### src/rtl/easy_fifo_pkg.sv
`default_nettype none
// ============================================================================
// Module : easy_fifo_pkg
// Brief  : Shared types and helpers for the easy_fifo queue-drain arbiters.
// Rev    : 1.0
// ============================================================================
package easy_fifo_pkg;

    typedef enum logic {
        ARB_IDLE  = 1'b0,
        ARB_BURST = 1'b1
    } arb_state_t;

    // Width of a queue index; at least one bit so a degenerate queue count still has a port.
    function automatic int rr_qw(input int num_q);
        return (num_q > 1) ? $clog2(num_q) : 1;
    endfunction

endpackage
`default_nettype wire

### src/rtl/rr_pick.sv
`default_nettype none
// ============================================================================
// Module : rr_pick
// Brief  : Combinational rotating-priority picker; first set request at or after ptr.
// Rev    : 1.0
// ============================================================================
module rr_pick
    import easy_fifo_pkg::*;
#(
    parameter int N = 4,
    parameter int W = rr_qw(N)
) (
    input  logic [N-1:0] req,
    input  logic [W-1:0] ptr,
    output logic         found,
    output logic [W-1:0] idx
);

    logic [W-1:0] w_cand;

    // Walk from the farthest candidate back to ptr so the closest match wins.
    always_comb begin
        found  = 1'b0;
        idx    = '0;
        w_cand = '0;
        for (int k = N - 1; k >= 0; k--) begin
            w_cand = W'((int'(ptr) + k) % N);
            if (req[w_cand]) begin
                found = 1'b1;
                idx   = w_cand;
            end
        end
    end

endmodule
`default_nettype wire

### src/rtl/fifo_rr_drain_arbiter.sv
`default_nettype none
// ============================================================================
// Module : fifo_rr_drain_arbiter
// Brief  : Round-robin burst drain of NUM_Q FWFT queue read ports into one
//          valid/ready stream with a registered output stage.
// Rev    : 1.0
// ============================================================================
module fifo_rr_drain_arbiter
    import easy_fifo_pkg::*;
#(
    parameter int DWIDTH    = 32,
    parameter int NUM_Q     = 4,
    parameter int MAX_BURST = 8,
    parameter int QW        = rr_qw(NUM_Q)
) (
    input  logic                    clk,
    input  logic                    rst,
    input  logic [NUM_Q-1:0]        cfg_enable,
    input  logic [NUM_Q*DWIDTH-1:0] q_rd_data,
    input  logic [NUM_Q-1:0]        q_rd_empty,
    output logic [NUM_Q-1:0]        q_rd_en,
    output logic [DWIDTH-1:0]       m_data,
    output logic [QW-1:0]           m_qid,
    output logic                    m_valid,
    input  logic                    m_ready,
    output logic                    busy
);

    localparam int             CW         = $clog2(MAX_BURST + 1);
    localparam logic [CW-1:0]  c_CNT_LAST = CW'(MAX_BURST - 1);
    localparam logic [QW-1:0]  c_LAST_Q   = QW'(NUM_Q - 1);

    arb_state_t          r_state;
    arb_state_t          w_state_nxt;
    logic [QW-1:0]       r_ptr;
    logic [QW-1:0]       r_grant;
    logic [CW-1:0]       r_cnt;
    logic [DWIDTH-1:0]   r_m_data;
    logic [QW-1:0]       r_m_qid;
    logic                r_m_valid;

    logic [NUM_Q-1:0]    w_req;
    logic                w_adv;
    logic                w_pop;
    logic                w_burst_end;
    logic                w_found;
    logic [QW-1:0]       w_idx;
    logic [DWIDTH-1:0]   w_qdata [NUM_Q];

    assign w_req = ~q_rd_empty & cfg_enable;
    assign w_adv = ~r_m_valid | m_ready;

    generate
        for (genvar gi = 0; gi < NUM_Q; gi++) begin : g_unpack
            assign w_qdata[gi] = q_rd_data[gi*DWIDTH +: DWIDTH];
        end
    endgenerate

    rr_pick #(
        .N (NUM_Q),
        .W (QW)
    ) u_pick (
        .req   (w_req),
        .ptr   (r_ptr),
        .found (w_found),
        .idx   (w_idx)
    );

    always_ff @(posedge clk) begin
        if (rst) begin
            r_state <= ARB_IDLE;
        end else begin
            r_state <= w_state_nxt;
        end
    end

    // Pops are gated by rst so a reset landing mid-burst removes nothing more from the queue.
    always_comb begin
        w_state_nxt = r_state;
        q_rd_en     = '0;
        w_pop       = 1'b0;
        w_burst_end = 1'b0;
        case (r_state)
            ARB_IDLE: begin
                if (w_found) begin
                    w_state_nxt = ARB_BURST;
                end
            end
            ARB_BURST: begin
                w_pop       = w_req[r_grant] & w_adv & ~rst;
                w_burst_end = ~w_req[r_grant] | (w_pop & (r_cnt == c_CNT_LAST));
                if (w_pop) begin
                    q_rd_en[r_grant] = 1'b1;
                end
                if (w_burst_end) begin
                    w_state_nxt = ARB_IDLE;
                end
            end
            default: begin
                w_state_nxt = ARB_IDLE;
            end
        endcase
    end

    always_ff @(posedge clk) begin
        if (rst) begin
            r_ptr     <= '0;
            r_grant   <= '0;
            r_cnt     <= '0;
            r_m_data  <= '0;
            r_m_qid   <= '0;
            r_m_valid <= 1'b0;
        end else begin
            if ((r_state == ARB_IDLE) && w_found) begin
                r_grant <= w_idx;
                r_cnt   <= '0;
            end
            if (w_pop) begin
                r_m_data  <= w_qdata[r_grant];
                r_m_qid   <= r_grant;
                r_m_valid <= 1'b1;
                r_cnt     <= r_cnt + CW'(1);
            end else if (r_m_valid && m_ready) begin
                r_m_valid <= 1'b0;
            end
            if (w_burst_end) begin
                r_ptr <= (r_grant == c_LAST_Q) ? '0 : r_grant + QW'(1);
            end
        end
    end

    assign m_data  = r_m_data;
    assign m_qid   = r_m_qid;
    assign m_valid = r_m_valid;
    assign busy    = (r_state == ARB_BURST);

endmodule
`default_nettype wire

### config.mk
export PLATFORM = sky130hd
export DESIGN_NAME = fifo_rr_drain_arbiter
export DESIGN_NICKNAME = d
export VERILOG_FILES = /design/src/rtl/easy_fifo_pkg.sv /design/src/rtl/rr_pick.sv /design/src/rtl/fifo_rr_drain_arbiter.sv
export SDC_FILE = /design/constraint.sdc
export NUM_CORES = 1
export LEC_CHECK = 0
export ABC_AREA = 0
export CELL_PAD_IN_SITES_DETAIL_PLACEMENT = 1
export CELL_PAD_IN_SITES_GLOBAL_PLACEMENT = 2
export CORE_MARGIN = 8
export CORE_UTILIZATION = 20
export CTS_CLUSTER_DIAMETER = 100
export DETAILED_ROUTE_END_ITERATION = 10
export PLACE_DENSITY_LB_ADDON = 0.1
export SLEW_MARGIN = 5
export SYNTH_ARGS = -nofsm -noshare
export SYNTH_HDL_FRONTEND = slang
export SYNTH_SLANG_ARGS = --single-unit
### constraint.sdc
create_clock -name clk -period 2.3 [get_ports clk]
set_clock_uncertainty 0.2 [all_clocks]
set_input_delay 0.345 -clock clk [delete_from_list [all_inputs] [get_ports clk]]
set_output_delay 0.345 -clock clk [all_outputs]
set_load 0.03 [all_outputs]
==> Yosys cells after proc, flatten, opt, wreduce, memory -nomap -nowiden <==
Cells that the tools add are included.
{ "classes": {"n_reduce_logical": 5, "shift": 0, "div_mod_pow": 0, "n_lt_le_gt_ge": 7, "bitwise_logic": 12, "n_eq_ne": 2, "n_mux": 35, "mul": 0, "n_addsub": 5} }
{ "ops": {"columns": ["operator", "count"], "rows": [
  ["32-bit binary-select mux with 2-bit select", 1],
  ["32-bit 2-to-1 mux", 2],
  ["1-bit 2-to-1 mux", 16],
  ["4-bit 2-to-1 mux", 4],
  ["2-bit by 3-bit less-than comparator with 1-bit output, second input constant", 5],
  ["1-bit binary-select mux with 2-bit select", 5],
  ["2-bit 2-to-1 mux", 5],
  ["2-bit by 1-bit adder with 2-bit output, second input constant", 2],
  ["2-bit adder, second input constant", 2],
  ["4-bit by 1-bit adder with 4-bit output, second input constant", 1],
  ["4-bit bitwise AND", 1],
  ["4-bit by 3-bit equality test with 1-bit output, second input constant", 1],
  ["1-bit NOT", 4],
  ["4-bit NOT", 1],
  ["2-bit nonzero test", 2],
  ["1-bit bitwise AND", 3],
  ["3-bit greater-or-equal comparator, second input constant", 1],
  ["1-bit logical AND", 3],
  ["2-bit NOT with 3-bit output", 1],
  ["1-bit demux with 2-bit select", 1],
  ["2-bit equality test, second input constant", 1],
  ["2-bit by 1-bit greater-or-equal comparator with 1-bit output, second input constant", 1],
  ["1-bit bitwise OR", 2],
  ["1-bit case mux with 2 select lines", 1]
]} }
{ "word_totals": {"ff_bits": 44, "ram_bits": 0, "mem_bits_ro": 0, "latch_bits": 0, "elab_cells": 73, "memories": 0} }

==> Logic depth before layout (Yosys ltp) <==
{ "depth": {"depth_word": 11, "ltp_mapped": 8, "mapped_depth_nobuf": 5} }

==> Cells and area by module <==
A second synthesis with hierarchy kept.
{ "unflattened": {"hier_cells": 279, "area_unflattened_um2": 2755.1} }
{ "modules_own_cells": {"columns": ["module", "cells_each", "area_each_um2", "instances", "seq_area_each_um2"], "rows": [
  ["fifo_rr_drain_arbiter", 266, 2677.6, 1, 880.8],
  ["rr_pick", 13, 77.6, 1, 0.0]
]} }

==> Least setup slack after synthesis <==
No wires, ideal clock.
{ "synth_timing": {"path_kind": "register to output", "start": "register r_grant[1]", "end": "output port q_rd_en[0]", "t_required_ns": 1.755, "path_slack_ns": 0.206, "t_arrival_ns": 1.549, "path_stages_with_launch": 7, "path_cell_list": "dfxtp_1 -> buf_2 -> nor4b_4 -> a31oi_4 -> a21oi_1 -> buf_2 -> and2_1"} }
{ "synth_between": {"elab_chain_len": 6} }
{ "synth_rtl": {"columns": ["item", "line_no", "source"], "rows": [
  ["from (decl)", "fifo_rr_drain_arbiter.sv:36", "logic [QW-1:0] r_grant;"],
  ["from (signal assigned)", "fifo_rr_drain_arbiter.sv:115", "r_grant <= w_idx;"],
  ["2-bit by 3-bit less-than comparator with 1-bit output (not written as such), or another cell as far along", "fifo_rr_drain_arbiter.sv:93", "q_rd_en[r_grant] = 1'b1;"],
  ["1-bit logical AND (not written as such) / 1-bit 2-to-1 mux (equally long branches)", "fifo_rr_drain_arbiter.sv:93, fifo_rr_drain_arbiter.sv:90", null],
  ["1-bit 2-to-1 mux (not written as such) / 1-bit bitwise AND (equally long branches)", "fifo_rr_drain_arbiter.sv:93, fifo_rr_drain_arbiter.sv:90", null],
  ["1-bit demux with 2-bit select / 1-bit bitwise AND (equally long branches)", "fifo_rr_drain_arbiter.sv:93, fifo_rr_drain_arbiter.sv:90", null],
  ["4-bit 2-to-1 mux (*)", "fifo_rr_drain_arbiter.sv:92", "if (w_pop) begin"],
  ["4-bit 2-to-1 mux (*)", "fifo_rr_drain_arbiter.sv:83", "case (r_state)"],
  ["to (decl)", "fifo_rr_drain_arbiter.sv:21", "output logic [NUM_Q-1:0] q_rd_en,"]
]} }
Every way passes the cells marked *; elsewhere a longest branch is shown, timed or not. The select of a mux whose other input is x is not followed.

==> Worst setup path in the final report <==
{ "layout_timing": {"start": "input port q_rd_empty[1]", "end": "output port q_rd_en[2]"} }
{ "layout_between": {"elab_chain_len": 8} }
{ "layout_rtl": {"columns": ["item", "line_no", "source"], "rows": [
  ["from (decl)", "fifo_rr_drain_arbiter.sv:20", "input logic [NUM_Q-1:0] q_rd_empty,"],
  ["4-bit NOT", "fifo_rr_drain_arbiter.sv:50", "assign w_req = ~q_rd_empty & cfg_enable;"],
  ["4-bit bitwise AND", "fifo_rr_drain_arbiter.sv:50", null],
  ["1-bit binary-select mux with 2-bit select", "fifo_rr_drain_arbiter.sv:90", "w_pop = w_req[r_grant] & w_adv & ~rst;"],
  ["1-bit 2-to-1 mux (not written as such)", "fifo_rr_drain_arbiter.sv:90", null],
  ["1-bit bitwise AND (2 in series)", "fifo_rr_drain_arbiter.sv:90", null],
  ["4-bit 2-to-1 mux", "fifo_rr_drain_arbiter.sv:92", null],
  ["4-bit 2-to-1 mux", "fifo_rr_drain_arbiter.sv:83", null]
]} }
No other way between the ends. The select of a mux whose other input is x is not followed.

==> metrics.md <==
| Metric | Value |
|---|---|
| Status | `completed` |
| Cell types occupying the most area after synthesis | `dfxtp_1, mux4_2, mux2i_1, nand2_1, a21oi_1` |
| Die ar. | `between 15000 and 20000 µm²` |
| Vias in the first global route | `3130` |
| Synth Area in XOR/XNOR | `0` |
| Final Core Density | `0.381` |
| Max-cap violations | `0` |
| WL per Instance | `around 18 µm` |
| Port buffer count | `roughly 180` |
| Critical path arrival | `roughly 1.7 ns` |
| Clock Path Buffers | `2` |
| Synth warn | `0` |
| Number of synthesized flops with an enable pin | `0` |
| Mux contribution to synthesized area | `0.272` |
| Crit-path max FO | `5` |
| Area leader, netlist | `dfxtp_1` |
| DRC Markers | `0` |
| Post-synthesis compound-gate area fraction | `0.180` |
| Mapped Cells | `~270` |
| Crit Path Class | `input port to output port` |
| Final Non-Filler Cells | `638` |
| Power Total | `around 0.0023 W` |
| GRT overflow | `0` |
| Post-CTS Hold Buffers | `0` |
| Slew Viols, Final | `0` |
| RSZ-0062 raised after global routing | `no` |
| Core Area | `13200 µm²` |
| Max VDD drop | `0.248 mV` |
| Pleak | `about 1.8 nW` |
| Crit start category | `input port` |
| Distinct cells, synth | `37` |
| Largest net degree at the start of global routing | `29` |
| CTS tree | `built` |
| Share of the synthesized area in the top cell type | `0.326` |
| Post-synthesis instance area | `2700 µm²` |
| First-pass GRT wire length | `18.0 mm` |
| Cells after DPL | `630` |
| Slowest cell on the critical path | `clkdlybuf4s50_1` |
| Syn avg cell area | `9.85 µm²` |
| Final period util | `0.967` |
| Via density | `about 4.5` |
| Worst-margin pin slew | `about 0.92 ns` |
| CP Cell Sequence | `clkdlybuf4s50_1, and2b_2, a31oi_4, a21oi_4, and2_4, buf_12` |
| Starting density of the core | `0.205` |
| Post-synthesis adder-cell area fraction | `0.0232` |
| Initial antenna violation count | `0` |
| Row Count | `between 40 and 50` |
| Antenna Cells | `0` |
| HPWL reported at the end of detailed placement | `around 9.2 mm` |
| CP max stage delay | `~0.47 ns` |
| Rel. slew slack | `0.385` |
| Initial DRC Count | `86` |
| Main flop type after synthesis | `dfxtp_1` |
| Number of routed nets with antenna violations | `0` |
| Final WL | `between 10 and 15 mm` |
| Fill count | `about 1500` |
| GPL Wtd Cong | `0.747` |
| CP endpoint kind | `output port` |
| Min Tclk post-route | `2.22 ns` |
| Simple-Gate Fraction of Synth Area | `0.152` |
| Htree depth | `2` |
| HP Class | `flip-flop to flip-flop` |
| # nets final | `606` |
| FF-to-FF setup slack | `around 0.15 ns` |
| FMAX | `approximately 450 MHz` |
| Fin. Hold Viols | `0` |
| Number of synthesized register bits | `between 40 and 50` |
| Die width | `132 µm` |
| Num CTS Buffers | `5` |
| Total I/O pin count | `approximately 180` |
| Clk Latency, worst-skew pair | `slightly below 0.3 ns` |
| Share of cells above drive strength 1 | `0.156` |
| Seq/Total Area, Yosys | `0.326` |
| Clk root buf | `clkbuf_16` |
| 1st-pass router iterations | `4` |
| Aggregate global-route resource usage | `0.130` |
| Via Count | `roughly 2900` |
| Final setup vio count | `0` |
| CTS clk-pin slew, worst paths | `0.06 ns` |
| Clk sinks | `44` |
| Synth async-reset ratio | `0` |
| Largest family of logic cells by synthesized area | `multiplexers` |
| Chip height | `132 µm` |
| PwrDens | `around 450 nW/µm²` |
| Area Overhead vs Synth | `86.0%` |
| CP required | `approximately 1.8 ns` |
| Syn Nets | `418` |
-- critical path, delay by kind of cell --
kind / cells / cell delay [ns]
buffers and inverters: 2 / 0.60
and+or+nand+nor: 2 / 0.42
AOI/OAI and AO/OA: 2 / 0.31
-- metrics by stage --
step	hold WS [ns]	setup WS [ns]	area, µm²	setup TNS [ns]
floorplan	0.266	0.206	2700	0
global placement	0.242	-0.0952	4840	-0.344
detailed placement	0.247	-0.129	4840	-1.56
CTS	0.257	0.0000980	5000	0
global route	0.282	0.0247	5020	0
finish	0.253	0.0767	5020	0
-- worst paths after layout --
kind	from	to	cells after the start
max	q_rd_empty[1]	q_rd_en[2]	6
min	m_data[24]$_SDFFE_PP0P_	m_data[24]$_SDFFE_PP0P_	2
max reg2reg	r_grant[1]$_SDFFE_PP0P_	r_ptr[0]$_SDFFE_PP0P_	7
min reg2reg	m_data[24]$_SDFFE_PP0P_	m_data[24]$_SDFFE_PP0P_	2
-- final cells by class --
type | count | area (µm²) | area share
timing repair buffer | 203 | 2040 | 0.407
clock inverter | 2 | 11.3 | 0.00224
clock buffer | 5 | 125 | 0.0249
sequential | 44 | 886 | 0.176
tap | 176 | 220 | 0.0439
inverter | 3 | 11.3 | 0.00224
multi-input combinational | 205 | 1730 | 0.344
-- report_power, final --
group / internal (W) / total (W) / leakage (nW) / switching (W)
registers: 0.000793 / 0.000823 / 0.357 / 0.0000302
logic: 0.000447 / 0.000739 / 1.35 / 0.000292
clock network: 0.000396 / 0.000707 / 0.0700 / 0.000312
-- registers in the layout (all words and copies together) (netlist names) --
name,cells
r_grant,2
m_data,32
busy,1
m_valid,1
m_qid,2
r_cnt,4
r_ptr,2
-- synthesized netlist by cell type, types with 6 or more instances --
| master | count |
|---|---|
| dfxtp_1 | 44 |
| nand2_1 | 46 |
| clkbuf_1 | 7 |
| a22o_1 | 13 |
| mux4_2 | 19 |
| and2_1 | 6 |
| o22ai_1 | 13 |
| mux2i_1 | 29 |
| a21oi_1 | 28 |
| nor2_1 | 7 |
| buf_2 | 10 |
-- logic make-up after synthesis --
kind of cell | Yosys count
buffers and inverters | 25
flip-flops | 44
AND/OR/NAND/NOR | 83
multiplexers | 49
adder cells (fa/ha/maj) | 5
AO/OA/AOI/OAI | 68
-- repair_timing --
item	in CTS	in global routing
endpoints found under the setup margin	4	4
buffers inserted	0	2
gates resized for setup	6	7
pin swaps	1	3
-- cells in the final DEF, fill, tap and decap left out, types with 2 or more instances in the layout --
cell,Yosys,final
clkdlybuf4s50_1,0,171
buf_12,0,6
clkbuf_16,0,5
and2_1,6,2
nand3_1,3,3
inv_1,3,3
nand2_1,46,46
a21oi_1,28,27
o21ai_0,5,5
a31oi_4,2,2
nand2b_1,5,4
nor2_1,7,7
mux4_2,19,19
mux2i_1,29,29
dfxtp_1,44,42
a22o_1,13,13
dlymetal6s2s_1,0,3
and2_4,0,4
nand3b_1,4,4
o22ai_1,13,13
nor2b_1,5,4
buf_4,3,23
ha_1,5,5
-- per-layer routing --
metal | global-route usage | share of wire | vias to the layer above
li1 | - | - | 1393
met1 | 0.153 | 0.42 | 1389
met2 | 0.228 | 0.51 | 86
met3 | 0.0393 | 0.065 | 5
met4 | 0.0249 | 0.0074 | 0
met5 | 0 | 0 | -
No activity file was read; power rests on OpenSTA's default activity.
